[config.mk]
export PLATFORM = sky130hd
export DESIGN_NAME = vram_port_arbiter_flat
export DESIGN_NICKNAME = d
export VERILOG_FILES = /design/src/rtl/vram_port_arbiter_pkg.sv /design/src/rtl/vram_port_arbiter_if.sv /design/src/rtl/vram_starve_counter.sv /design/src/rtl/vram_port_arbiter.sv /design/src/flat_wrapper.sv
export SDC_FILE = /design/constraint.sdc
export NUM_CORES = 1
export LEC_CHECK = 0
export CAP_MARGIN = 20
export CORE_UTILIZATION = 45
export CTS_CLUSTER_DIAMETER = 80
export DETAILED_ROUTE_END_ITERATION = 16
export DONT_BUFFER_PORTS = 1
export GPL_TIMING_DRIVEN = 0
export HOLD_SLACK_MARGIN = 0.03
export PLACE_DENSITY = 0.63
export SETUP_SLACK_MARGIN = 0.3
export SLEW_MARGIN = 10
export SYNTH_ARGS = -nofsm -noshare
export SYNTH_HDL_FRONTEND = slang
export SYNTH_HIERARCHICAL = 1
export SYNTH_SLANG_ARGS = --single-unit
[constraint.sdc]
create_clock -name clk -period 2.5 [get_ports clk]
set_input_delay 0.5 -clock clk [delete_from_list [all_inputs] [get_ports clk]]
set_output_delay 0.5 -clock clk [all_outputs]
set_load 0.01 [all_outputs]
[src/rtl/vram_port_arbiter_pkg.sv]
// Shared definitions for the vector RAM port arbiter.
//   arb_state_t        : last-grant state (no grant / VG read / CPU write)
//   VRAM_BASE/VRAM_SIZE: vector RAM window, matching the BRAM_VECTOR decode range
//   VRAM_MAX_VG_BURST  : default limit of back-to-back VG grants while a write waits
package vram_port_arbiter_pkg;

    typedef enum logic [1:0] {
        ARB_IDLE = 2'd0,
        ARB_VG   = 2'd1,
        ARB_WR   = 2'd2
    } arb_state_t;

    localparam logic [15:0] VRAM_BASE         = 16'h2000;
    localparam logic [15:0] VRAM_SIZE         = 16'h2000;
    localparam int          VRAM_MAX_VG_BURST = 7;

endpackage

[src/rtl/vram_port_arbiter_if.sv]
// Bus bundle between the vector RAM port arbiter and its environment.
//   Queue side : wrPending, wrValid, wrAddr, wrData in; canWrite out
//   VG side    : vgReq, vgAddr in; vgGnt, vgValid, vgData out
//   BRAM side  : bramDout in; bramAddr, bramDin, bramWe out
//   Status     : dropCount (saturating dropped-write count), arbState (last grant)
// Modport slave is the arbiter; modport master is the surrounding logic.
interface vram_port_arbiter_if
    import vram_port_arbiter_pkg::*;
#(
    parameter int ADDR_W = 16,
    parameter int DATA_W = 8
) ();

    logic              wrPending;
    logic              canWrite;
    logic              wrValid;
    logic [ADDR_W-1:0] wrAddr;
    logic [DATA_W-1:0] wrData;

    logic              vgReq;
    logic [ADDR_W-1:0] vgAddr;
    logic              vgGnt;
    logic              vgValid;
    logic [DATA_W-1:0] vgData;

    logic [ADDR_W-4:0] bramAddr;
    logic [DATA_W-1:0] bramDin;
    logic              bramWe;
    logic [DATA_W-1:0] bramDout;

    logic [7:0]        dropCount;
    arb_state_t        arbState;

    modport slave (
        input  wrPending, wrValid, wrAddr, wrData,
        input  vgReq, vgAddr,
        input  bramDout,
        output canWrite, vgGnt, vgValid, vgData,
        output bramAddr, bramDin, bramWe,
        output dropCount, arbState
    );

    modport master (
        output wrPending, wrValid, wrAddr, wrData,
        output vgReq, vgAddr,
        output bramDout,
        input  canWrite, vgGnt, vgValid, vgData,
        input  bramAddr, bramDin, bramWe,
        input  dropCount, arbState
    );

endinterface

[src/rtl/vram_starve_counter.sv]
// Counts consecutive VG grants taken while a CPU write is waiting.
//   clk, rst   : clock, asynchronous active-high reset
//   pending    : CPU write queue non-empty
//   vg_gnt     : VG was granted the port this cycle
//   wr_commit  : a CPU write was committed this cycle
//   starve     : counter has reached MAX_BURST; the next slot belongs to the write
module vram_starve_counter
    import vram_port_arbiter_pkg::*;
#(
    parameter int MAX_BURST = VRAM_MAX_VG_BURST
) (
    input  logic clk,
    input  logic rst,
    input  logic pending,
    input  logic vg_gnt,
    input  logic wr_commit,
    output logic starve
);

    localparam int                CNT_W   = (MAX_BURST < 1) ? 1 : $clog2(MAX_BURST + 1);
    localparam logic [CNT_W-1:0]  MAX_CNT = CNT_W'(MAX_BURST);

    logic [CNT_W-1:0] count_reg;
    logic [CNT_W-1:0] count_next;

    always_comb begin
        count_next = count_reg;
        // Only VG grants that actually delay a waiting write are counted.
        if (!pending || wr_commit) begin
            count_next = '0;
        end else if (vg_gnt && (count_reg != MAX_CNT)) begin
            count_next = count_reg + 1'b1;
        end
    end

    always_ff @(posedge clk or posedge rst) begin
        if (rst) begin
            count_reg <= '0;
        end else begin
            count_reg <= count_next;
        end
    end

    assign starve = (count_reg == MAX_CNT);

endmodule

[src/rtl/vram_port_arbiter.sv]
// Owner of the single vector RAM BRAM port. Each cycle the port goes to
// either a vector-generator read or a drained CPU write from the write queue.
//   clk, rst : clock, asynchronous active-high reset
//   bus      : queue handshake (canWrite/wrValid), VG read channel with
//              1-cycle read latency, BRAM port, dropCount and arbState status
// VG reads win by default; after MAX_VG_BURST VG grants with a write waiting,
// one cycle is handed to the queue so writes always make progress.
module vram_port_arbiter
    import vram_port_arbiter_pkg::*;
#(
    parameter int              ADDR_W       = 16,
    parameter int              DATA_W       = 8,
    parameter logic [ADDR_W-1:0] BASE_ADDR  = VRAM_BASE,
    parameter logic [ADDR_W-1:0] WIN_SIZE   = VRAM_SIZE,
    parameter int              MAX_VG_BURST = VRAM_MAX_VG_BURST
) (
    input  logic             clk,
    input  logic             rst,
    vram_port_arbiter_if.slave bus
);

    localparam int OFF_W = ADDR_W - 3;
    // One extra bit so the window end cannot wrap to zero.
    localparam logic [ADDR_W:0] WIN_END = {1'b0, BASE_ADDR} + {1'b0, WIN_SIZE};

    arb_state_t       state_reg;
    arb_state_t       state_next;
    logic             starve;
    logic             can_write;
    logic             vg_gnt;
    logic             wr_commit;
    logic             wr_in_win;
    logic             bram_we;
    logic [OFF_W-1:0] vg_off;
    logic [OFF_W-1:0] wr_off;
    logic [OFF_W-1:0] bram_addr_reg;
    logic [OFF_W-1:0] bram_addr_next;
    logic             vg_valid_reg;
    logic [7:0]       drop_reg;
    logic [7:0]       drop_next;

    vram_starve_counter #(
        .MAX_BURST (MAX_VG_BURST)
    ) u_starve (
        .clk       (clk),
        .rst       (rst),
        .pending   (bus.wrPending),
        .vg_gnt    (vg_gnt),
        .wr_commit (wr_commit),
        .starve    (starve)
    );

    // Offsets are taken modulo the window size, so subtracting only the low
    // bits gives the same result as a full-width subtract and truncate.
    assign vg_off    = bus.vgAddr[OFF_W-1:0] - BASE_ADDR[OFF_W-1:0];
    assign wr_off    = bus.wrAddr[OFF_W-1:0] - BASE_ADDR[OFF_W-1:0];
    assign wr_in_win = (bus.wrAddr >= BASE_ADDR) && ({1'b0, bus.wrAddr} < WIN_END);

    always_comb begin
        // canWrite must never look at wrValid: the queue builds wrValid from it.
        can_write      = !rst && (!bus.vgReq || (bus.wrPending && starve));
        vg_gnt         = !rst && bus.vgReq && !can_write;
        wr_commit      = !rst && !vg_gnt && bus.wrValid;
        bram_we        = wr_commit && wr_in_win;
        bram_addr_next = bram_addr_reg;
        drop_next      = drop_reg;
        state_next     = ARB_IDLE;

        if (vg_gnt) begin
            bram_addr_next = vg_off;
            state_next     = ARB_VG;
        end else if (wr_commit) begin
            bram_addr_next = wr_off;
            state_next     = ARB_WR;
            // Out-of-window writes are still popped from the queue, only counted.
            if (!wr_in_win && (drop_reg != 8'hFF)) begin
                drop_next = drop_reg + 8'd1;
            end
        end
    end

    always_ff @(posedge clk or posedge rst) begin
        if (rst) begin
            state_reg     <= ARB_IDLE;
            bram_addr_reg <= '0;
            vg_valid_reg  <= 1'b0;
            drop_reg      <= 8'd0;
        end else begin
            state_reg     <= state_next;
            bram_addr_reg <= bram_addr_next;
            vg_valid_reg  <= vg_gnt;
            drop_reg      <= drop_next;
        end
    end

    assign bus.canWrite  = can_write;
    assign bus.vgGnt     = vg_gnt;
    assign bus.bramWe    = bram_we;
    assign bus.bramAddr  = bram_addr_next;
    assign bus.bramDin   = bus.wrData;
    assign bus.vgValid   = vg_valid_reg;
    // BRAM output already carries one cycle of latency, so it is passed through.
    assign bus.vgData    = vg_valid_reg ? bus.bramDout : '0;
    assign bus.dropCount = drop_reg;
    assign bus.arbState  = state_reg;

endmodule

[src/flat_wrapper.sv]
// flat-port wrapper written by rule: the top's interface ports become plain ports
module vram_port_arbiter_flat import vram_port_arbiter_pkg::*;
#(
    parameter int              ADDR_W       = 16,
    parameter int              DATA_W       = 8,
    parameter logic [ADDR_W-1:0] BASE_ADDR  = VRAM_BASE,
    parameter logic [ADDR_W-1:0] WIN_SIZE   = VRAM_SIZE,
    parameter int              MAX_VG_BURST = VRAM_MAX_VG_BURST
)
  (clk, rst, bus_wrPending, bus_wrValid, bus_wrAddr, bus_wrData, bus_vgReq, bus_vgAddr, bus_bramDout, bus_canWrite, bus_vgGnt, bus_vgValid, bus_vgData, bus_bramAddr, bus_bramDin, bus_bramWe, bus_dropCount, bus_arbState);
  vram_port_arbiter_if #(.ADDR_W(ADDR_W), .DATA_W(DATA_W)) bus_i ();
  input  logic clk;
  input  logic rst;
  input wire logic [$bits(bus_i.wrPending)-1:0] bus_wrPending;
  input wire logic [$bits(bus_i.wrValid)-1:0] bus_wrValid;
  input wire logic [$bits(bus_i.wrAddr)-1:0] bus_wrAddr;
  input wire logic [$bits(bus_i.wrData)-1:0] bus_wrData;
  input wire logic [$bits(bus_i.vgReq)-1:0] bus_vgReq;
  input wire logic [$bits(bus_i.vgAddr)-1:0] bus_vgAddr;
  input wire logic [$bits(bus_i.bramDout)-1:0] bus_bramDout;
  output wire logic [$bits(bus_i.canWrite)-1:0] bus_canWrite;
  output wire logic [$bits(bus_i.vgGnt)-1:0] bus_vgGnt;
  output wire logic [$bits(bus_i.vgValid)-1:0] bus_vgValid;
  output wire logic [$bits(bus_i.vgData)-1:0] bus_vgData;
  output wire logic [$bits(bus_i.bramAddr)-1:0] bus_bramAddr;
  output wire logic [$bits(bus_i.bramDin)-1:0] bus_bramDin;
  output wire logic [$bits(bus_i.bramWe)-1:0] bus_bramWe;
  output wire logic [$bits(bus_i.dropCount)-1:0] bus_dropCount;
  output wire logic [$bits(bus_i.arbState)-1:0] bus_arbState;
  assign bus_i.wrPending = bus_wrPending;
  assign bus_i.wrValid = bus_wrValid;
  assign bus_i.wrAddr = bus_wrAddr;
  assign bus_i.wrData = bus_wrData;
  assign bus_i.vgReq = bus_vgReq;
  assign bus_i.vgAddr = bus_vgAddr;
  assign bus_i.bramDout = bus_bramDout;
  assign bus_canWrite = bus_i.canWrite;
  assign bus_vgGnt = bus_i.vgGnt;
  assign bus_vgValid = bus_i.vgValid;
  assign bus_vgData = bus_i.vgData;
  assign bus_bramAddr = bus_i.bramAddr;
  assign bus_bramDin = bus_i.bramDin;
  assign bus_bramWe = bus_i.bramWe;
  assign bus_dropCount = bus_i.dropCount;
  assign bus_arbState = bus_i.arbState;
  vram_port_arbiter #(.ADDR_W(ADDR_W), .DATA_W(DATA_W), .BASE_ADDR(BASE_ADDR), .WIN_SIZE(WIN_SIZE), .MAX_VG_BURST(MAX_VG_BURST)) u_core (.clk(clk), .rst(rst), .bus(bus_i));
endmodule
After elaboration in Yosys (flattened, before gate mapping)
Index checks and enable logic that the tools add are counted.

Register bits: 27. Input port bits: 53. Output and inout bits: 43. Word-level logic and storage cells: 40.

Add/subtract/negate cells: 2. Order comparisons: 2. Eq/ne operators: 3. Mux-type cells: 7. Bitwise gates (word level): 1. Reduce and logical (&&, ||, !) cells: 20.

Operator list (number): $mux 13 (2); $ge 16x14->1 const B (1); $lt 16x15->1 const B (1); $logic_and 1x1->1 (10); $add 8x1->8 const B (1); $mux 8 (1); $ne 8x8->1 const B (1); $logic_not 1->1 (6); $mux 3 (2); $mux 2 (2); $add 3x1->3 const B (1); $eq 3x3->1 const B (1); $ne 3x3->1 const B (1); $reduce_and 3->1 (1); $logic_or 1x1->1 (2); $reduce_bool 2->1 (1); $not 1->1 (1).

Logic depth before layout (Yosys ltp)
Gate-level depths: netlist of the first run.

Depth in word-level cells: 11. Gate-level depth with buffers: 9.

Hierarchy
The synthesis of the first run kept the hierarchy.

Modules (own cells, without submodules): vram_port_arbiter (instances 1, cells each 121, area each 1282.5 sq um, sequential area each 575.6 sq um); vram_starve_counter (instances 1, cells each 14, area each 163.9 sq um, sequential area each 75.1 sq um).

Worst setup path after synthesis of the first run
OpenSTA, ideal clock, no wires.

Path type: input-to-output. Start: input port rst. End: output port bus_bramAddr[10]. Arrival time: 1.795 ns. Data required time: 2.000 ns. Path slack: 0.205 ns. Stages: 4. Path buffers: 1. Cells stage by stage: inv_1 > nand2_1 > buf_2 > a21oi_1.

Word-level cells in the longest chain between the ends: 9. Elaborated cells on any way between the ends: 10. Classes of those cells: mux: 2; reduce/logical: 8.

Ends and longest elaborated chain: start: declaration (line flat_wrapper.sv:13) `input logic rst;`; $logic_not 1->1 * (line vram_port_arbiter.sv:61, vram_port_arbiter.sv:62, vram_port_arbiter.sv:63); $logic_and 1x1->1 (line vram_port_arbiter.sv:61) `can_write = !rst && (!bus.vgReq || (bus.wrPending && starve));`; $logic_not 1->1 (line vram_port_arbiter.sv:62) `vg_gnt = !rst && bus.vgReq && !can_write;`; $logic_and 1x1->1 (line vram_port_arbiter.sv:62); $logic_not 1->1 (line vram_port_arbiter.sv:63) `wr_commit = !rst && !vg_gnt && bus.wrValid;`; $logic_and 1x1->1 (2 in series) (line vram_port_arbiter.sv:63); $mux 13 (line vram_port_arbiter.sv:72) `end else if (wr_commit) begin`; $mux 13 * (line vram_port_arbiter.sv:69) `if (vg_gnt) begin`; end: declaration (line flat_wrapper.sv:25) `output wire logic [$bits(bus_i.bramAddr)-1:0] bus_bramAddr;`.

Mark *: on every way between the ends. The rest lies on a longest branch, timed or not.

Worst setup path in the final report of the first run
Start: register u_core.u_starve.count_reg[1]. End: output port bus_bramAddr[3].

Word-level cells in the longest chain between the ends: 11.

Ends and longest elaborated chain: start: declaration (line vram_starve_counter.sv:23) `logic [CNT_W-1:0] count_reg;`; start signal: assignment (line vram_starve_counter.sv:40) `count_reg <= count_next;`; $eq 3x3->1 * (line vram_starve_counter.sv:44) `assign starve = (count_reg == MAX_CNT);`; net u_core.starve (line vram_port_arbiter.sv:28) `logic starve;`; $logic_and 1x1->1 * (line vram_port_arbiter.sv:61); $logic_or 1x1->1 * (line vram_port_arbiter.sv:61); $logic_and 1x1->1 * (line vram_port_arbiter.sv:61); $logic_not 1->1 * (line vram_port_arbiter.sv:62); $logic_and 1x1->1 * (line vram_port_arbiter.sv:62); $logic_not 1->1 (line vram_port_arbiter.sv:63); $logic_and 1x1->1 (2 in series) (line vram_port_arbiter.sv:63); $mux 13 (line vram_port_arbiter.sv:72); $mux 13 * (line vram_port_arbiter.sv:69).

Mark *: on every way through the listed nets, which the timed path passes. The rest lies on a longest branch.

==> results by group, run 1 <==
STA
  – Slew headroom: 64.65%
  – Fin. Hold Viols: 0
  – Hold Slack: roughly 0.076 ns
  – Least-Margin Pin Slew: 0.5291 ns
  – Slew Limit Fails: 0
  – Fin crit period: 2.425 ns
  – RSZ-0062 raised after global routing: yes
  – Setup TNS: 0 ns
  – Clock Skew: between 0.001 and 0.0015 ns
  – Setup violators final: 0
  – Final period util: 96.98%
  – Fmax: between 400 and 500 MHz

Drt
  – Iter 0 DRT Violations: 13
  – Wire per inst: between 15 and 20 µm
  – Post-route ant nets: 0
  – Pre-antenna DRT Iters: 4
  – Final wirelength: approximately 3300 µm
  – Routed vias: about 1000
  – Via/cell ratio: about 5.3
  – Residual DRC: 0

Setup path
  – Crit path DAT: about 1.9 ns
  – R2R Path End: u_core/u_starve/count_reg[1]$_DFFE_PP0P_
  – Setup CP Type: reg2out
  – Critical Path End: bus_bramAddr[3]
  – CP Capture Type: primary output
  – R2r setup slk: around 0.52 ns
  – CP Launch Type: flop
  – Critical Path Source: u_core/u_starve/count_reg[1]$_DFFE_PP0P_
  – Req. time, crit path: around 2.0 ns
  – Crit-path max FO: 4
  – R2R depth: 9
  – Reg2Reg Launch Point: u_core/u_starve/count_reg[1]$_DFFE_PP0P_

Synth
  – Post-Synth XOR/XNOR Area: under 10%
  – Synth Area in Compound Gates: 5.709%
  – Net count after synthesis: 191
  – Mux cell area share after synthesis: a little under an eighth
  – Syn Inst Count: ~140
  – Synthesized area: about 1400 µm²
  – Post-synthesis sequential area ratio: 44.98%
  – Main combinational cell family by area after synthesis: simple AND/OR/NAND/NOR gates
  – Yosys warns: 6
  – Register bit total from synthesis: 26
  – Syn avg cell area: 10.71 µm²
  – Area share of and/or/nand/nor cells after synthesis: 23.01%
  – Synth unique cells: 28
  – Post-synthesis adder-cell area fraction: 2.595%

Finish
  – Commonest non-fill, non-tap cell in the layout: dfrtp_1
  – Layout Nets: 205
  – Final core utilization: between 50% and 60%
  – Largest register FFs: 13
  – Most frequent cells in the layout: dfrtp_1, nor2_1, buf_4, a21oi_2, mux2i_1
  – Synth-to-Final Area Change: 25.61%
  – Diode count: 0
  – Fillers: approximately 260
  – Register area: about 650 µm²
  – Final instance area: between 1500 and 2000 µm²
  – Area taken by multi-input logic gates: ~830 µm²
  – Layout cell share with drive strength beyond 1: about 43%

Clock network
  – Clock sink count: 26
  – CTS Buffer Depth: 2
  – H-tree levels: 1
  – CTS tree: built
  – Clk slew on worst S/H paths: 0.13 ns
  – Clk root buf: clkbuf_4
  – Clock buffer count from CTS: 3
  – Worst-Skew Late Latency: between 0.3 and 0.4 ns

Job
  – Max-Cap Viols: 0

Place
  – Detailed Place HPWL: ~2300 µm
  – PortBufs: 0
  – GPL Wtd Cong: 0.7544
  – DP Area: 1505 µm²

Global routing
  – Grt total ovfl: 0
  – GR Util All Layers: ~20%
  – Vias in the first global route: 1018
  – First-pass GRT wire length: ~4900 µm
  – Initial antenna violation count: 0
  – Largest net degree at the start of global routing: 25

Run status
  – Outcome: complete, no violations

Worst hold path
  – Worst Hold Class: in2async

Die
  – DIE HEIGHT: between 50 and 60 µm
  – Starting Density: 47.38%
  – I/O pin cnt: 96
  – Core Area: 3053 µm²
  – Row count: 20
  – Die ar.: roughly 3400 µm²
  – Die X-Extent: 58.70 µm

Power and ir drop
  – Leak pwr: 0.8292 nW
  – Pwr dens: 592.0 nW/µm²
  – Final total power: between 1 and 1.5 mW
  – VDD IR max: about 0.44 mV
[worst min-delay path by stage]
stage / cells past startpoint / slack (ns) / end / from
after floorplan: 1 / 0.25 / u_core/u_starve/count_reg[0]$_DFFE_PP0P_ / rst
after global placement: 1 / 0.26 / u_core/u_starve/count_reg[2]$_DFFE_PP0P_ / rst
after detailed placement: 1 / 0.27 / u_core/u_starve/count_reg[2]$_DFFE_PP0P_ / rst
after CTS: 1 / 0.09 / u_core/bus.arbState[0]$_DFF_PP0_ / rst
after global routing: 1 / 0.08 / u_core/bus.dropCount[5]$_DFFE_PP0P_ / rst
final: 1 / 0.08 / u_core/bus.arbState[0]$_DFF_PP0_ / rst
[cell usage after synthesis, drive strengths merged]
master / instances / share of area [%]
and2: 8 / 3.5
nor4: 2 / 1.7
or3b: 1 / 0.78
nand2b: 1 / 0.43
nor3: 2 / 0.69
a21oi: 13 / 4.5
dfrtp: 26 / 45
nand2: 4 / 1.6
nor2: 21 / 6.5
nand4: 1 / 1.5
mux2: 1 / 1.0
xnor2: 1 / 0.61
mux2i: 15 / 10
nor3b: 1 / 0.52
ha: 3 / 2.6
inv: 5 / 1.3
a21boi: 1 / 0.52
nor4b: 1 / 1.0
buf: 12 / 6.1
xor2: 7 / 4.2
nor2b: 2 / 1.9
nand3: 6 / 2.9
a21bo: 1 / 0.69
[power breakdown]
group	internal (mW)	switching, mW	total, mW
clock	0.0889	0.119	0.208
sequential	0.490	0.112	0.602
combinational	0.130	0.136	0.266
[per-layer routing]
metal  routed length [µm]  up-vias  GRT usage, %
li1                     -      471             -
met5                    0        -             0
met2                 1653       67         33.83
met4                   17        0         3.061
met3                  264        2         5.934
met1                 1323      469         24.61
[metrics by stage]
| step | instances | setup slack, ns |
|---|---|---|
| finish | 192 | 0.07544 |
| global placement | 179 | -0.03615 |
| CTS | 192 | 0.09407 |
| floorplan | 135 | 0.3411 |
| global route | 192 | -0.01460 |
| detailed placement | 179 | -0.09446 |
[critical path, stage by stage (launching register included)]
cell	delay [ns]
dfrtp_1	0.42
ha_2	0.21
ha_4	0.17
a21bo_4	0.24
nand2_8	0.11
buf_6	0.12
mux2i_1	0.23
a21oi_2	0.11
[kinds of logic (layout without fill, tap and decap cells)]
family,count (synthesis),after routing
flops,26,26
fa+ha+maj,3,3
xor+xnor,8,8
compound gates,15,15
buf+inv,17,30
simple gates,50,50
mux,16,16
[layout make-up]
| type | instances | share of cell area [%] |
|---|---|---|
| Buffer | 12 | 6.267 |
| Clock buffer | 4 | 1.997 |
| Inverter | 5 | 1.240 |
| Multi-Input combinational cell | 92 | 45.87 |
| Sequential cell | 26 | 35.81 |
| Tap cell | 44 | 3.030 |
| Timing Repair Buffer | 9 | 5.785 |
[timing repair]
| action | in CTS | in global routing |
|---|---|---|
| resized for setup | 38 | 8 |
| pin swaps | 16 | 1 |
| hold endpoints to repair | 3 | 0 |
| cloned | 1 | 0 |
| hold buffers | 1 | 0 |
| setup endpoints to repair | 18 | 15 |
| buffers inserted | 7 | 0 |
Note: power is estimated with default switching activity, not from simulation.
==> inputs of run 2 (changes only) <==
- MAX_ROUTING_LAYER: default -> met4
==> results by group, run 2 (synthesized netlist as in run 1, its figures left out) <==
Setup path
  – CP max-delay cell: dfrtp_1
  – Crit-path max FO: 4 (unchanged)
  – Reg2Reg Launch Point: u_core/u_starve/count_reg[1]$_DFFE_PP0P_
  – R2R Path End: u_core/u_starve/count_reg[1]$_DFFE_PP0P_
  – CP Launch Type: flop
  – Bufs and invs on worst path: 1 (unchanged)
  – Worst path top cell family by delay: flip-flops
  – R2r setup slk: 0.51 ns (about the same)
  – R2R depth: 9 (unchanged)
  – Critical Path End: bus_bramAddr[3]
  – Crit path DAT: 1.93 ns (about the same)
  – Critical Path Source: u_core/u_starve/count_reg[1]$_DFFE_PP0P_
  – WP depth: 7 (unchanged)
  – CP Capture Type: primary output
  – Req. time, crit path: 2.00 ns (about the same)
  – CP max stage delay: 0.42 ns (about the same)
  – Crit-path cells: ha_2 > ha_4 > a21bo_4 > nand2_8 > buf_6 > mux2i_1 > a21oi_2
  – Setup CP Type: reg2out

Die
  – Core Area: 3053 µm² (unchanged)
  – Die X-Extent: 58.70 µm (unchanged)
  – Die ar.: 3445 µm² (unchanged)
  – I/O pin cnt: 96 (unchanged)
  – Starting Density: 47.38% (unchanged)
  – Row count: 20 (unchanged)
  – DIE HEIGHT: 58.70 µm (unchanged)

STA
  – Fin. Hold Viols: 0 (unchanged)
  – Setup ws final: 0.07271 ns (-0.002729 ns)
  – Fin crit period: 2.427 ns (+0.002729 ns)
  – Hold Slack: 0.07622 ns (+0.00006350 ns)
  – Least-Margin Pin Slew: 0.5416 ns (+0.01250 ns)
  – RSZ-0062 raised after global routing: yes
  – Final period util: 97.09% (+0.11 points)
  – Slew Limit Fails: 0 (unchanged)
  – Slew headroom: 63.82% (-0.83 points)
  – Fmax: 412.0 MHz (-0.11%)
  – Clock Skew: 0.001221 ns (+0.00007943 ns)
  – Setup violators final: 0 (unchanged)

Clock network
  – H-tree levels: 1 (unchanged)
  – Clk slew on worst S/H paths: 0.14 ns (about the same)
  – CTS Buffer Depth: 2 (unchanged)
  – Worst-Skew Late Latency: 0.31 ns (about the same)
  – CTS tree: built
  – Clock buffer count from CTS: 3 (unchanged)
  – Clock sink count: 26 (unchanged)
  – Clk root buf: clkbuf_4

Run status
  – Outcome: complete, no violations

Finish
  – Synth-to-Final Area Change: 27.16%
  – Final core utilization: 60.25% (+0.74 points)
  – Layout cell share with drive strength beyond 1: 43.92% (+1.4 points)
  – Largest register FFs: 13 (unchanged)
  – Diode count: 0 (unchanged)
  – Most frequent cells in the layout: dfrtp_1, nor2_1, buf_4, a21oi_2
  – Final instance area: 1839 µm² (+1.2%)
  – Commonest non-fill, non-tap cell in the layout: dfrtp_1
  – Layout Nets: 205 (unchanged)

Global routing
  – Largest net degree at the start of global routing: 25 (unchanged)
  – Initial antenna violation count: 0 (unchanged)
  – First-pass GRT wire length: 4919 µm (-0.43%)
  – Grt total ovfl: 0 (unchanged)
  – GR Util All Layers: 20.04% (+0.50 points)
  – Vias in the first global route: 1031 (+1.3%)

Drt
  – Via/cell ratio: 5.323 (+1.3%)
  – Pre-antenna DRT Iters: 2 (-2)
  – Post-route ant nets: 0 (unchanged)
  – Routed vias: 1022 (+1.3%)
  – Wire per inst: 17.20 µm (+1.3%)
  – Iter 0 DRT Violations: 11 (-2)
  – Final wirelength: 3302 µm (+1.3%)
  – Residual DRC: 0 (unchanged)

Place
  – Detailed Place HPWL: 2272 µm (unchanged)
  – Dpl ws: -0.09446 ns (unchanged)
  – DP Area: 1505 µm² (unchanged)
  – PortBufs: 0 (unchanged)
  – GPL Wtd Cong: 0.7641 (+1.3%)

Power and ir drop
  – Final total power: 1.086 mW (+0.95%)
  – VDD IR max: 0.4472 mV (+0.58%)
  – Pwr dens: 590.4 nW/µm² (-0.28%)
  – Leak pwr: 0.8278 nW (-0.17%)

Worst hold path
  – Worst Hold Class: in2async

Job
  – Max-Cap Viols: 0 (unchanged)
==> run 2: cell count changes in the layout (fill, tap and decap cells not counted) <==
cell     before  now
nor2_2        0    1
a21oi_2      12   11
mux2i_4       2    3
mux2i_1       9    8
nor2_1       18   17
a21oi_4       1    2
==> run 2: layout make-up <==
class                      instances  area [µm²]
timing repair buffer               9       105.1
sequential                        26       650.6
multi-input combinational         92       855.8
clock buffer                       4       36.28
tap                               44       55.05
buffer                            12       113.9
fill                             260        1214
inverter                           5       22.52
==> run 2: worst min-delay path by stage <==
stage / start / to / slack (ns) / depth (start not counted)
floorplan: rst / u_core/u_starve/count_reg[0]$_DFFE_PP0P_ / 0.25 / 1
global placement: rst / u_core/u_starve/count_reg[2]$_DFFE_PP0P_ / 0.26 / 1
detailed placement: rst / u_core/u_starve/count_reg[2]$_DFFE_PP0P_ / 0.27 / 1
CTS: rst / u_core/bus.arbState[0]$_DFF_PP0_ / 0.09 / 1
global route: rst / u_core/bus.dropCount[5]$_DFFE_PP0P_ / 0.08 / 1
finish: rst / u_core/bus.arbState[0]$_DFF_PP0_ / 0.08 / 1
==> run 2: routing by layer <==
metal  GRT usage, %  wire length (µm)  vias to the layer above  share of wire (%)
met5              -                 0                        -                  0
met3          4.835               229                        2                6.9
met2          33.99              1679                       62                 51
met1          24.89              1378                      486                 42
met4          3.061                15                        0               0.45
li1               -                 -                      472                  -
==> run 2: timing repair <==
item	4_1_cts	5_1_grt
cloned	1	0
setup buffers	7	0
gates resized for setup	38	12
pin swaps	16	1
hold buffers	1	0
setup endpoints to repair	18	15
endpoints found under the hold margin	3	0
==> run 2: metrics by stage <==
| stage | setup TNS [ns] | std cells |
|---|---|---|
| after floorplan | 0 | 135 |
| after global placement | -0.1953 | 179 |
| final | 0 | 192 |
| after CTS | 0 | 192 |
| after detailed placement | -0.5225 | 179 |
| after global routing | -0.06240 | 192 |
==> run 2: report_power, final <==
part           internal [mW]  switching [mW]
clock                 0.0890           0.121
combinational          0.134           0.137
sequential             0.490           0.115
total                  0.713           0.373
==> inputs of run 3 (changes only) <==
- PLACE_DENSITY: 0.63 -> 0.65
- clock period: 2.5 -> 2.2 ns (I/O delays scaled with it)
==> results by group, run 3 (synthesized netlist as in run 1, its figures left out) <==
Job
  – Max-Cap Viols: 0 (unchanged)

Setup path
  – Crit-path max FO: 8 (+4)
  – CP max stage delay: 0.40 ns (-0.02 ns)
  – CP Launch Type: flop
  – CP Capture Type: primary output
  – Critical Path Source: u_core/u_starve/count_reg[0]$_DFFE_PP0P_
  – Crit path DAT: 1.90 ns (-0.03 ns)
  – CP max-delay cell: dfrtp_1
  – Crit-path cells: ha_2 > ha_4 > a21bo_4 > nand2_8 > buf_12 > mux2i_2 > a21oi_2
  – Req. time, crit path: 1.76 ns (-0.24 ns)
  – Setup CP Type: reg2out
  – Reg2Reg Launch Point: u_core/u_starve/count_reg[0]$_DFFE_PP0P_

Clock network
  – Worst-Skew Late Latency: 0.32 ns (about the same)
  – CTS Buffer Depth: 2 (unchanged)
  – Clk slew on worst S/H paths: 0.13 ns (about the same)
  – CTS tree: built
  – Clock sink count: 26 (unchanged)
  – Clk root buf: clkbuf_4
  – Clock buffer count from CTS: 3 (unchanged)
  – H-tree levels: 1 (unchanged)

Drt
  – Post-route ant nets: 0 (unchanged)
  – Pre-antenna DRT Iters: 3 (+1)
  – Wire per inst: 16.09 µm (-6.5%)
  – Residual DRC: 0 (unchanged)
  – Routed vias: 1011 (-1.1%)
  – Via/cell ratio: 5.158 (-3.1%)
  – Iter 0 DRT Violations: 17 (+6)
  – Final wirelength: 3153 µm (-4.5%)

STA
  – Least-Margin Pin Slew: 0.3063 ns (-0.2353 ns)
  – Setup violators final: 14 (+14)
  – Slew Limit Fails: 0 (unchanged)
  – RSZ-0062 raised after global routing: yes
  – Clock Skew: 0.007287 ns (+0.006066 ns)
  – Setup ws final: -0.1378 ns (-0.2105 ns)
  – Final period util: 106.3%
  – Slew headroom: 79.58% (+16 points)
  – Fmax: around 430 MHz
  – Fin crit period: ~2.3 ns
  – Fin. Hold Viols: 0 (unchanged)

Power and ir drop
  – Flop pwr share: 55.5% (-0.2 points)
  – Net load switching power: 0.4181 mW (+12%)
  – Clock power share: 19.4% (about the same)
  – Leak pwr: 0.8390 nW (+1.3%)
  – P_int: 0.8085 mW (+13%)
  – Combinational Power Share: 25.1% (about the same)
  – Net Sw Frac: 34.08% (-0.28 points)
  – Pwr dens: 670.1 nW/µm² (+13%)
  – Final total power: 1.227 mW (+13%)
  – VDD IR max: 0.7088 mV (+59%)

Finish
  – Fillers: 272 (+4.6%)
  – Layout cell share with drive strength beyond 1: 44.08% (+0.16 points)
  – Diode count: 0 (unchanged)
  – Commonest non-fill, non-tap cell in the layout: dfrtp_1
  – Largest register FFs: 13 (unchanged)
  – Layout Nets: 209 (+2.0%)
  – Synth-to-Final Area Change: 26.56%
  – Cell Count, Final, Fillers Out: 196 (+2.1%)
  – Most frequent cells in the layout: dfrtp_1, buf_4, nor2_1, a21oi_2, mux2i_1

Die
  – Starting Density: 47.38% (unchanged)
  – Core Area: 3053 µm² (unchanged)
  – I/O pin cnt: 96 (unchanged)
  – Row count: 20 (unchanged)
  – Die ar.: 3445 µm² (unchanged)
  – Die X-Extent: 58.70 µm (unchanged)
  – DIE HEIGHT: 58.70 µm (unchanged)

Global routing
  – Grt total ovfl: 0 (unchanged)
  – Initial antenna violation count: 0 (unchanged)
  – Vias in the first global route: 939 (-8.9%)
  – First-pass GRT wire length: 4567 µm (-7.2%)
  – Largest net degree at the start of global routing: 24 (-4.0%)
  – GR Util All Layers: 18.83% (-1.2 points)

Run status
  – Outcome: finished with violations
  – Failing checks: negative setup slack

Place
  – Post-Place Cells: 179 (unchanged)
  – PortBufs: 0 (unchanged)
  – Detailed Place HPWL: 2397 µm (+5.5%)
  – GPL Wtd Cong: 0.7089 (-7.2%)

Worst hold path
  – Worst Hold Class: in2reg
  – HP Start: bus_wrPending
[run 3: metal layers]
metal / track usage (%) / vias up / wire length (µm)
met3: 7.473 / 2 / 267
met1: 18.94 / 470 / 1139
li1: - / 481 / -
met2: 33.83 / 58 / 1738
met4: 5.102 / 0 / 8
met5: - / - / 0
[run 3: layout make-up]
type | count | area [µm²] | area share [%]
multi-input cells | 92 | 829.5 | 45.32
flip-flops and latches | 26 | 650.6 | 35.54
repair buffers | 13 | 126.4 | 6.904
plain buffers | 12 | 110.1 | 6.015
well taps | 44 | 55.05 | 3.008
clock buffers | 4 | 36.28 | 1.982
inverters | 5 | 22.52 | 1.230
[run 3: final timing paths]
kind	end	slack (ns)	cells after the start
setup / recovery	bus_bramAddr[8]	-0.14	7
hold / removal	u_core/u_starve/count_reg[0]$_DFFE_PP0P_	0.30	2
setup reg to reg	u_core/u_starve/count_reg[1]$_DFFE_PP0P_	0.32	9
hold reg to reg	u_core/bus.dropCount[7]$_DFFE_PP0P_	0.59	1
max in group asynchronous	u_core/bram_addr_reg[2]$_DFF_PP0_	1.33	3
min in group asynchronous	u_core/u_starve/count_reg[2]$_DFFE_PP0P_	0.38	2
[run 3: power by group through the flow]
stage | combinational (mW) | clock, mW | sequential, mW
final | 0.308 | 0.238 | 0.681
after global routing | 0.336 | 0.268 | 0.696
after CTS | 0.296 | 0.251 | 0.678
after detailed placement | 0.269 | 0 | 0.688
after global placement | 0.260 | 0 | 0.684
after floorplan | 0.231 | 0 | 0.664
[run 3: critical path, delay by kind of cell, from the launching register on]
kind / cells / cell delay [ns]
flip-flops: 1 / 0.40
AO/OA/AOI/OAI: 2 / 0.35
buffers and inverters: 1 / 0.14
adder cells (fa/ha/maj): 2 / 0.37
AND/OR/NAND/NOR: 1 / 0.09
multiplexers: 1 / 0.23
[run 3: timing repair]
item / CTS / global route
buffers inserted: 8 / 2
endpoints found under the setup margin: 19 / 18
pin swaps: 8 / 4
endpoints found under the hold margin: 26 / 0
hold buffers: 2 / 0
gates resized for setup: 12 / 8
[run 3: metrics by stage]
stage,instance area [µm²],setup TNS (ns),hold WS [ns],util (%),worst slack (ns)
5_1_grt,1831,-2.440,0.2904,59.96,-0.2040
2_1_floorplan,1529,0,0.1936,-,0.2253
4_1_cts,1760,-1.521,0.2875,57.66,-0.1420
6_report,1831,-1.337,0.3003,59.96,-0.1378
3_5_place_dp,1584,-0.7154,0.2093,51.89,-0.1269
3_3_place_gp,1584,-0.5150,0.2022,51.89,-0.09670
